[config.mk]
export PLATFORM = sky130hd
export DESIGN_NAME = fetch_unit
export DESIGN_NICKNAME = d
export VERILOG_FILES = /design/src/rtl/fetch_unit.sv
export SDC_FILE = /design/constraint.sdc
export NUM_CORES = 1
export LEC_CHECK = 0
export ABC_CLOCK_PERIOD_IN_PS = 7500
export BUFFER_PORTS_ARGS = -buffer_cell sky130_fd_sc_hd__buf_2
export CAP_MARGIN = 0
export CORE_MARGIN = 3
export CORE_UTILIZATION = 29
export DETAILED_ROUTE_END_ITERATION = 16
export PLACE_DENSITY_LB_ADDON = 0.3
export SLEW_MARGIN = 20
export SYNTH_ARGS = -nofsm -noshare
export SYNTH_HDL_FRONTEND = slang
export SYNTH_SLANG_ARGS = --single-unit
[constraint.sdc]
create_clock -name clk -period 7.5 [get_ports clk]
set_input_delay 1.125 -clock clk [delete_from_list [all_inputs] [get_ports clk]]
set_output_delay 1.125 -clock clk [all_outputs]
set_load 0.02 [all_outputs]
[src/rtl/fetch_unit.sv]
// Instruction-fetch stage.
//
// Drives nextPc for an external pc_register. That register loads nextPc on every clock edge
// and has no enable and no reset. The block fetches the word at Pc over a req/ready handshake
// and queues {instr, pc} in a 2-entry FIFO for decode. It also handles branch redirect with
// FIFO flush, dropping of a response that is already in flight, and memory timeout.
//
// Ports
//   clk, rst        clock (rising edge), asynchronous active-high reset
//   Pc / nextPc     current PC in, PC to load at the next edge out
//   imem_*          fetch request / address, response strobe / data
//   instr_*         decode-side valid/ready FIFO head: instruction word and its PC
//   branch_*        redirect strobe and target from execute
//   align_err       pulse in the cycle of a redirect to a misaligned target
//   bus_err         sticky fetch-timeout flag, cleared only by rst
module fetch_unit #(
  parameter logic [31:0] RESET_PC = 32'h0000_0000,
  parameter int unsigned TIMEOUT  = 16
) (
  input  logic        clk,
  input  logic        rst,
  input  logic [31:0] Pc,
  output logic [31:0] nextPc,
  output logic        imem_req,
  output logic [31:0] imem_addr,
  input  logic        imem_ready,
  input  logic [31:0] imem_rdata,
  output logic        instr_valid,
  input  logic        instr_ready,
  output logic [31:0] instr,
  output logic [31:0] instr_pc,
  input  logic        branch_taken,
  input  logic [31:0] branch_target,
  output logic        align_err,
  output logic        bus_err
);

  localparam int unsigned TmoW = $clog2(TIMEOUT + 1);

  typedef enum logic [2:0] {StBoot, StIdle, StWait, StDrop, StErr} state_e;

  state_e          state_q, state_d;
  logic [1:0]      count_q, count_d;
  logic            rd_ptr_q, rd_ptr_d;
  logic            wr_ptr_q, wr_ptr_d;
  logic [TmoW-1:0] tmo_q, tmo_d, tmo_inc;
  logic [31:0]     drop_addr_q, drop_addr_d;
  logic            bus_err_q, bus_err_d;
  logic [31:0]     fifo_instr_q [2];
  logic [31:0]     fifo_pc_q    [2];

  logic       branch;
  logic       push;
  logic       pop;
  logic [1:0] count_nf;

  // Redirects are only honoured while the PC is under our control.
  assign branch = branch_taken &&
                  ((state_q == StIdle) || (state_q == StWait) || (state_q == StDrop));
  assign pop    = instr_valid && instr_ready;
  assign push   = (state_q == StWait) && imem_ready && !branch;
  // Occupancy after this cycle's push/pop, ignoring flush; WAIT never starts at 2,
  // so this cannot overflow.
  assign count_nf = count_q + {1'b0, push} - {1'b0, pop};
  assign tmo_inc  = tmo_q + TmoW'(1);

  always_comb begin
    state_d     = state_q;
    tmo_d       = '0;
    drop_addr_d = drop_addr_q;
    bus_err_d   = bus_err_q;
    nextPc      = Pc;

    unique case (state_q)
      StBoot: begin
        nextPc  = RESET_PC;
        state_d = StIdle;
      end
      StIdle: begin
        if (!branch && (count_nf < 2'd2)) state_d = StWait;
      end
      StWait: begin
        if (branch) begin
          if (imem_ready) begin
            state_d = StIdle;
          end else begin
            // Response still owed by memory: remember where it was aimed.
            state_d     = StDrop;
            drop_addr_d = Pc;
          end
        end else if (imem_ready) begin
          nextPc = Pc + 32'd4;
          if (count_nf >= 2'd2) state_d = StIdle;
        end else if (tmo_inc == TmoW'(TIMEOUT)) begin
          state_d   = StErr;
          bus_err_d = 1'b1;
        end else begin
          tmo_d = tmo_inc;
        end
      end
      StDrop: begin
        // A redirect here restarts the wait window and keeps waiting for the stale response.
        if (!branch) begin
          if (imem_ready) begin
            state_d = StIdle;
          end else if (tmo_inc == TmoW'(TIMEOUT)) begin
            state_d   = StErr;
            bus_err_d = 1'b1;
          end else begin
            tmo_d = tmo_inc;
          end
        end
      end
      StErr: begin
        state_d = StErr;
      end
      default: begin
        state_d = StBoot;
      end
    endcase

    if (branch) nextPc = {branch_target[31:2], 2'b00};
    if (rst)    nextPc = RESET_PC;
  end

  always_comb begin
    count_d  = count_nf;
    rd_ptr_d = rd_ptr_q ^ pop;
    wr_ptr_d = wr_ptr_q ^ push;
    // Flush wins over any same-cycle pop.
    if (branch) begin
      count_d  = 2'd0;
      rd_ptr_d = 1'b0;
      wr_ptr_d = 1'b0;
    end
  end

  always_ff @(posedge clk or posedge rst) begin
    if (rst) begin
      state_q     <= StBoot;
      count_q     <= 2'd0;
      rd_ptr_q    <= 1'b0;
      wr_ptr_q    <= 1'b0;
      tmo_q       <= '0;
      drop_addr_q <= 32'd0;
      bus_err_q   <= 1'b0;
    end else begin
      state_q     <= state_d;
      count_q     <= count_d;
      rd_ptr_q    <= rd_ptr_d;
      wr_ptr_q    <= wr_ptr_d;
      tmo_q       <= tmo_d;
      drop_addr_q <= drop_addr_d;
      bus_err_q   <= bus_err_d;
    end
  end

  // Payload storage needs no reset: occupancy is tracked by count_q.
  always_ff @(posedge clk) begin
    if (push) begin
      fifo_instr_q[wr_ptr_q] <= imem_rdata;
      fifo_pc_q[wr_ptr_q]    <= Pc;
    end
  end

  assign imem_req    = (state_q == StWait) || (state_q == StDrop);
  assign imem_addr   = (state_q == StDrop) ? drop_addr_q : Pc;
  assign instr_valid = (count_q != 2'd0);
  assign instr       = fifo_instr_q[rd_ptr_q];
  assign instr_pc    = fifo_pc_q[rd_ptr_q];
  assign align_err   = branch && (branch_target[1:0] != 2'b00);
  assign bus_err     = bus_err_q;

endmodule

* Word level (Yosys, flattened, before mapping)
Memory sizes are Yosys's and may differ from the RTL's. Index checks and enable logic that the tools add are counted.
Storage, ports and cells: bits in registers 45, RAM bits 128, input port bits 101, output and inout port bits 132, word-level logic and storage cells 67, memories kept 2
Memories:
- fifo_instr_q | depth 2, bits a word 32, rd ports 1, clocked after memory_dff 0, write ports 1, RTL line 49 | logic [31:0] fifo_instr_q [2];
- fifo_pc_q | depth 2, bits a word 32, rd ports 1, clocked after memory_dff 0, write ports 1, RTL line 50 | logic [31:0] fifo_pc_q [2];
Cells by class: $add $sub $neg 4, order comparisons 2, eq/ne operators 8, multiplexer cells 23, bitwise gates (word level) 4, reduce and logical (&&, ||, !) cells 17
Operator list (count):
- 32-bit two-way mux | 4
- 32-bit one-hot mux with 2 select lines | 1
- 32-bit by 3-bit adder with 32-bit output, second input constant | 1
- 3-bit two-way mux | 7
- 5-bit two-way mux | 4
- 3-bit one-hot mux with 5 select lines | 1
- 3-bit by 2-bit == test with 1-bit output, second input constant | 2
- 1-bit logical AND | 6
- 3-bit AND reduction | 2
- 5-bit by 1-bit adder with 5-bit output, second input constant | 1
- 5-bit == test, second input constant | 1
- 1-bit two-way mux | 4
- 2-bit two-way mux | 2
- 4-bit by 3-bit inequality test with 1-bit output, second input constant | 1
- 4-bit AND reduction | 1
- 2-bit nonzero test | 2
- 3-bit by 1-bit == test with 1-bit output, second input constant | 1
- 3-bit == test, second input constant | 1
- 3-bit zero test | 1
- 1-bit logical OR | 3
- 2-bit by 1-bit adder with 2-bit output | 1
- 2-bit greater-or-equal comparator, second input constant | 1
- 2-bit < comparator, second input constant | 1
- 2-bit by 1-bit inequality test with 1-bit output, second input constant | 1
- 6 further kinds | 8

* Longest topological paths before layout
Gate-level depths: netlist (run 1).
depth in word-level cells 13, gate-level depth with buffers 12, depth with buffers taken out 11

* Worst setup path after synthesis (run 1)
Ideal clock, no wire load.
kind in2out, start in rst, end out nextPc[22], arrival 3.184 ns, data required time 6.375 ns, path slack 3.191 ns, stages on the path 4, buffers on the path 1, cell sequence inv_1 nand2_1 clkbuf_1 o21ai_0
Between the ends: cells in the longest elaborated chain, start to end 1
RTL lines:
- from (decl) | RTL line 21 | input logic rst,
- 32-bit two-way mux | RTL line 123 | if (rst) nextPc = RESET_PC;
- to (decl) | RTL line 23 | output logic [31:0] nextPc,
Every way passes these cells.

* Final worst setup path (run 1)
start in Pc[2], end out nextPc[28]
Between the ends: cells in the longest elaborated chain, start to end 5
RTL lines:
- from (decl) | RTL line 22 | input logic [31:0] Pc,
- 32-bit by 3-bit adder with 32-bit output | RTL line 92 | nextPc = Pc + 32'd4;
- 32-bit two-way mux | RTL line 91 | end else if (imem_ready) begin
- 32-bit one-hot mux with 2 select lines | RTL line 74 | unique case (state_q)
- 32-bit two-way mux | RTL line 122 | if (branch) nextPc = {branch_target[31:2], 2'b00};
- 32-bit two-way mux | RTL line 123
Every way passes these cells.

==> flow_summary.json, run 1 <==
{
  "status": "completed",
  "synthFlopType": "edfxtp_1",
  "cts_tree": "yes",
  "hold_start": "bus_err",
  "cts_resized": 0,
  "r2r_cells": 11,
  "async_reset_ff_frac": 0.260,
  "ys_ff_latch": 173,
  "max-vdd-ir-drop_mv": 0.130,
  "synthTopCellsByArea": "edfxtp_1, mux2_2, dfrtp_1",
  "hold_end": "bus_err",
  "r2r-start": "state_q[2]",
  "syn_inst": 535,
  "die_area_um2": 28900,
  "grt_pass1_vias": 5222,
  "worstMarginPinSlew_ns": 1.02,
  "num_vias": 5208,
  "yosysTopAreaCellShare": 0.492,
  "r2r-end": "state_q[0]",
  "cts_max_path_buffers": 2,
  "fp.dieH_um": 170,
  "worstPathMaxFanout": 8,
  "initialDrtViolationCount": 243,
  "grt_max_degree": 66,
  "p_switching_w": 0.00119,
  "path_buf_inv": 2,
  "critical_path_class": "in -> out",
  "ys_seq_area_frac": 0.636,
  "end_kind": "primary output",
  "final-setup-viol-count": 0,
  "synth_warnings": 0,
  "place_ws_ns": 2.90,
  "clockPowerShare": 0.276,
  "chipWidth_um": 170,
  "grt_pass1_wl_mm": 30.4,
  "power_w": 0.00335,
  "max_cap_violations": 0,
  "syn_area_per_cell_um2": 14.6,
  "final.setup.tns_ns": 0,
  "hold_violations": 0,
  "cts_setup_buffers": 0,
  "cts-hold-fix-buffers": 0,
  "synth.most_common_cell": "edfxtp_1",
  "cts_made_buffers": 17,
  "cts_sinks": 173,
  "root_buffer": "clkbuf_16",
  "slew_headroom": 0.318,
  "slew_violations": 0,
  "switching_share": 0.355,
  "drc": 0,
  "cellPowerDensity_nw_per_um2": 335,
  "regArea_um2": 4970,
  "dp_cells": 1082,
  "cts.htree.levels": 4,
  "hp-class": "reg -> reg",
  "yosys-top-cells-count": "edfxtp_1, mux2_2, dfrtp_1",
  "worstSkewPairLatency_ns": 0.41,
  "place_hpwl_mm": 13.2,
  "coreArea_um2": 26300,
  "syn_nets": 642,
  "io_pins": 233,
  "vias_per_cell": 4.68,
  "period_share": 0.573,
  "grt_overflow_total": 0,
  "min_period_ns": 4.29,
  "power.share.sequential": 0.382,
  "drive_gt1_frac": 0.517,
  "firstDrtPassIters": 5,
  "crit_path_start_kind": "primary input",
  "setup_ws_ns": 3.21,
  "area_delta_synth_final_pct": 27.8,
  "fin_nets": 873,
  "synth_edf_count": 128,
  "synth_cell_types": 47,
  "crit_required_ns": 6.38,
  "drt-total-wl_mm": 20.4,
  "max_stage_delay_ns": 0.78,
  "rsz0062_at_grt": "false",
  "initial_core_util": 0.297,
  "antenna_found_initial": 0,
  "final_cells": 1114,
  "place.gp.congestion": 0.745,
  "synthesis.area_um2": 7810,
  "design_area_um2": 9990,
  "cpMostUsedCell": "buf_2",
  "placed_area_um2": 9370,
  "fmax_mhz": 233,
  "slowest_stage": "nor3_2",
  "cp_cell_sequence": "buf_2 > ha_1 > nand4bb_1 > nor3_2 > nand3_1 > xor2_1 > o21ai_0 > buf_2",
  "cts.reportedPaths.clkPinSlew_ns": 0.07,
  "postRouteAntennaNets": 0,
  "port-buffer-count": 232,
  "fin_worst_skew_ns": 0.0116,
  "cp.arrival_ns": 3.17,
  "fillers": 2567,
  "multi_input_area_um2": 2780,
  "wl_per_cell_um": 18.3,
  "synth_area_leader_cell": "edfxtp_1",
  "antennaDiodeCount": 0,
  "holdPathStages": 1,
  "critPathTopFamily": "simple AND/OR/NAND/NOR gates",
  "internal-power_w": 0.00216,
  "p_leak_nw": 3.97,
  "track_usage": 0.138,
  "p_comb_frac": 0.342,
  "rrSetupSlack_ns": 4.71,
  "row_count": 59
}
## per-layer routing
layer | part of all wire | up-vias | global-route usage
li1 | - | 2467 | -
met1 | 0.44 | 2568 | 0.172
met2 | 0.48 | 155 | 0.231
met3 | 0.056 | 18 | 0.0393
met4 | 0.019 | 0 | 0.0508
met5 | 0 | - | 0
## metrics by stage
stage / hold WS, ns / utilization
final: 0.484 / 0.380
after global routing: 0.505 / 0.380
after CTS: 0.487 / 0.380
after detailed placement: 0.465 / 0.357
after global placement: 0.461 / 0.357
after floorplan: 0.460 / -
## sequential cells by signal (all words and copies together) (netlist names)
signal        cells
wr_ptr_q          1
fifo_pc_q        64
fifo_instr_q     64
rd_ptr_q          1
state_q           3
tmo_q             5
bus_err           1
drop_addr_q      32
count_q           2
## final cells by class
class | count | share of cell area
clock inverter | 14 | 0.0179
tap | 335 | 0.0420
timing repair buffer | 234 | 0.118
multi-input combinational | 332 | 0.278
inverter | 8 | 0.00301
sequential | 173 | 0.498
clock buffer | 18 | 0.0430
## power by group through the flow
stage	Sequential [W]	Clock, W	Combinational, W
after floorplan	0.00120	0	0.000860
after global placement	0.00130	0	0.00117
after detailed placement	0.00131	0	0.00117
after CTS	0.00129	0.000955	0.00117
after global routing	0.00130	0.000996	0.00124
final	0.00128	0.000924	0.00115
## worst max path at each step
stage / startpoint / to / slack, ns / depth (start not counted)
after detailed placement: rst / nextPc[25] / 2.90 / 6
after global routing: Pc[2] / nextPc[28] / 2.99 / 8
after global placement: Pc[9] / nextPc[31] / 2.99 / 7
final: Pc[2] / nextPc[28] / 3.21 / 8
after floorplan: rst / nextPc[22] / 3.19 / 4
after CTS: Pc[9] / nextPc[31] / 2.89 / 7
## cells by family after synthesis
family,synth area share
adders and majority gates,0.00961
DFF,0.636
muxes,0.186
buffers and inverters,0.0151
xor gates and xnor gates,0.0381
and+or+nand+nor,0.0833
AOI/OAI and AO/OA,0.0322
## placed cells by master (no fill, tap or decap), types with 2 or more instances in the layout
master	n
o21ai_1	12
ha_1	4
inv_6	4
nand4b_1	2
nor4_4	3
clkinv_8	2
edfxtp_1	128
nand2_2	2
bufinv_16	2
nor2b_1	3
nand4_1	12
xnor2_1	9
ha_4	2
dfrtp_1	44
and3_1	9
and4_1	2
mux2_1	8
inv_1	6
nor3_1	2
nand2b_1	2
o21ai_0	15
nor3_2	3
clkbuf_16	17
nor2_1	18
a22oi_1	4
nand2_1	40
clkinvlp_4	2
and2_1	2
inv_8	2
buf_4	2
mux2_2	120
nand3_1	12
inv_2	2
o21ai_2	2
xor2_1	25
buf_2	232
o21a_1	3
(Power assumes the default switching activity.)
==> run 2, diff against run 1 <==
--- a/config.mk
+++ b/config.mk
@@ -5,7 +5,7 @@
 export SDC_FILE = /design/constraint.sdc
 export NUM_CORES = 1
 export LEC_CHECK = 0
-export ABC_CLOCK_PERIOD_IN_PS = 7500
+export ABC_CLOCK_PERIOD_IN_PS = 3600
 export BUFFER_PORTS_ARGS = -buffer_cell sky130_fd_sc_hd__buf_2
 export CAP_MARGIN = 0
 export CORE_MARGIN = 3
==> constraint.sdc (replaced) <==
create_clock -name clk -period 3.6 [get_ports clk]
set_input_delay 0.54 -clock clk [delete_from_list [all_inputs] [get_ports clk]]
set_output_delay 0.54 -clock clk [all_outputs]
set_load 0.02 [all_outputs]
==> flow_summary.json, run 2 (synthesis gave the netlist of run 1 again) <==
{
  "antenna_found_initial": 0,
  "p_switching_w": 0.00248,
  "cts.reportedPaths.clkPinSlew_ns": 0.07,
  "io_pins": 233,
  "clockPowerShare": 0.262,
  "rsz0062_at_grt": "false",
  "hp-class": "in -> async",
  "status": "completed",
  "fillers": 2588,
  "die_area_um2": 28900,
  "chipWidth_um": 170,
  "fin_worst_skew_ns": 0.00955,
  "end_kind": "primary output",
  "grt_pass1_vias": 5410,
  "fin_nets": 882,
  "root_buffer": "clkbuf_16",
  "initial_core_util": 0.297,
  "worstPathMaxFanout": 12,
  "place_hpwl_mm": 14.2,
  "power_w": 0.00686,
  "final-setup-viol-count": 0,
  "cts.htree.levels": 4,
  "drc": 0,
  "area_delta_synth_final_pct": 28.5,
  "slew_headroom": 0.337,
  "wl_per_cell_um": 18.2,
  "initialDrtViolationCount": 196,
  "final_cell_mix": "buf_2, edfxtp_1, mux2_2",
  "cp.arrival_ns": 2.64,
  "worstMarginPinSlew_ns": 0.995,
  "port-buffer-count": 232,
  "internal-power_w": 0.00439,
  "final.setup.tns_ns": 0,
  "grt_max_degree": 66,
  "cts_setup_buffers": 0,
  "fp.dieH_um": 170,
  "design_area_um2": 10000,
  "row_count": 59,
  "cts_tree": "yes",
  "switching_share": 0.361,
  "p_comb_frac": 0.350,
  "postRouteAntennaNets": 0,
  "cts_max_path_buffers": 2,
  "max_cap_violations": 0,
  "critical_path_class": "reg -> out",
  "drt-total-wl_mm": 20.5,
  "slew_violations": 0,
  "fmax_mhz": 314,
  "crit_path_start_kind": "register",
  "drive_gt1_frac": 0.522,
  "reg_top3": "fifo_instr_q: 64 flops, fifo_pc_q: 64 flops, drop_addr_q: 32 flops",
  "mostFrequentLayoutCell": "buf_2",
  "grt_overflow_total": 0,
  "cellPowerDensity_nw_per_um2": 684,
  "grt_pass1_wl_mm": 31.3,
  "whs_ns": 0.189,
  "place.gp.congestion": 0.800,
  "cts_resized": 0,
  "min_period_ns": 3.18,
  "worstSkewPairLatency_ns": 0.42,
  "placed_area_um2": 9460,
  "max-vdd-ir-drop_mv": 0.400,
  "coreArea_um2": 26300,
  "period_share": 0.884,
  "track_usage": 0.142,
  "crit_required_ns": 3.06,
  "firstDrtPassIters": 4,
  "antennaDiodeCount": 0,
  "num_vias": 5290,
  "p_leak_nw": 4.00,
  "cts_made_buffers": 17,
  "vias_per_cell": 4.71,
  "power.share.sequential": 0.388,
  "hold_violations": 0,
  "cts_sinks": 173,
  "cts-hold-fix-buffers": 0
}
## run 2: final timing paths
check / from / endpoint / slack [ns] / cells past startpoint
setup / recovery: state_q[2] / nextPc[31] / 0.42 / 6
min in group clk: imem_rdata[21] / fifo_instr_q[1][21] / 0.30 / 1
hold reg to reg: bus_err / bus_err / 0.47 / 1
hold / removal: rst / drop_addr_q[1] / 0.19 / 2
setup reg to reg: state_q[2] / state_q[0] / 0.84 / 11
max in group asynchronous: rst / drop_addr_q[19] / 2.60 / 3
## run 2: layout make-up
type / instances / area [µm²] / area share
Inverter: 8 / 30.0 / 0.00299
Multi-Input combinational cell: 332 / 2770 / 0.276
Sequential cell: 173 / 4970 / 0.495
Clock buffer: 18 / 429 / 0.0427
Clock inverter: 14 / 151 / 0.0151
Timing Repair Buffer: 243 / 1270 / 0.126
Tap cell: 335 / 419 / 0.0417
## run 2: power by group through the flow
stage          combinational, W  sequential, W  clock (W)
2_1_floorplan           0.00179        0.00251          0
3_3_place_gp            0.00244        0.00270          0
3_5_place_dp            0.00244        0.00271          0
4_1_cts                 0.00245        0.00267    0.00186
5_1_grt                 0.00260        0.00271    0.00195
6_report                0.00240        0.00266    0.00180
## run 2: routing by layer
| layer | up-vias | GRT usage | share of wire |
|---|---|---|---|
| li1 | 2477 | - | - |
| met1 | 2646 | 0.177 | 0.43 |
| met2 | 151 | 0.246 | 0.50 |
| met3 | 16 | 0.0332 | 0.054 |
| met4 | 0 | 0.0413 | 0.013 |
| met5 | - | 0 | 0 |
## run 2: worst max-delay path, cell delays in order, from the launching register on
cell,delay [ns]
dfrtp_1,0.54
or3b_4,0.48
nor3_2,0.43
nand4_1,0.17
xor2_1,0.33
o21ai_1,0.09
buf_2,0.16
## run 2: through the flow
stage          std cells  setup WS, ns   util
2_1_floorplan        535         0.461      -
3_3_place_gp        1091         0.699  0.360
3_5_place_dp        1091         0.676  0.360
4_1_cts             1123         0.341  0.382
5_1_grt             1123         0.262  0.382
6_report            1123         0.418  0.382
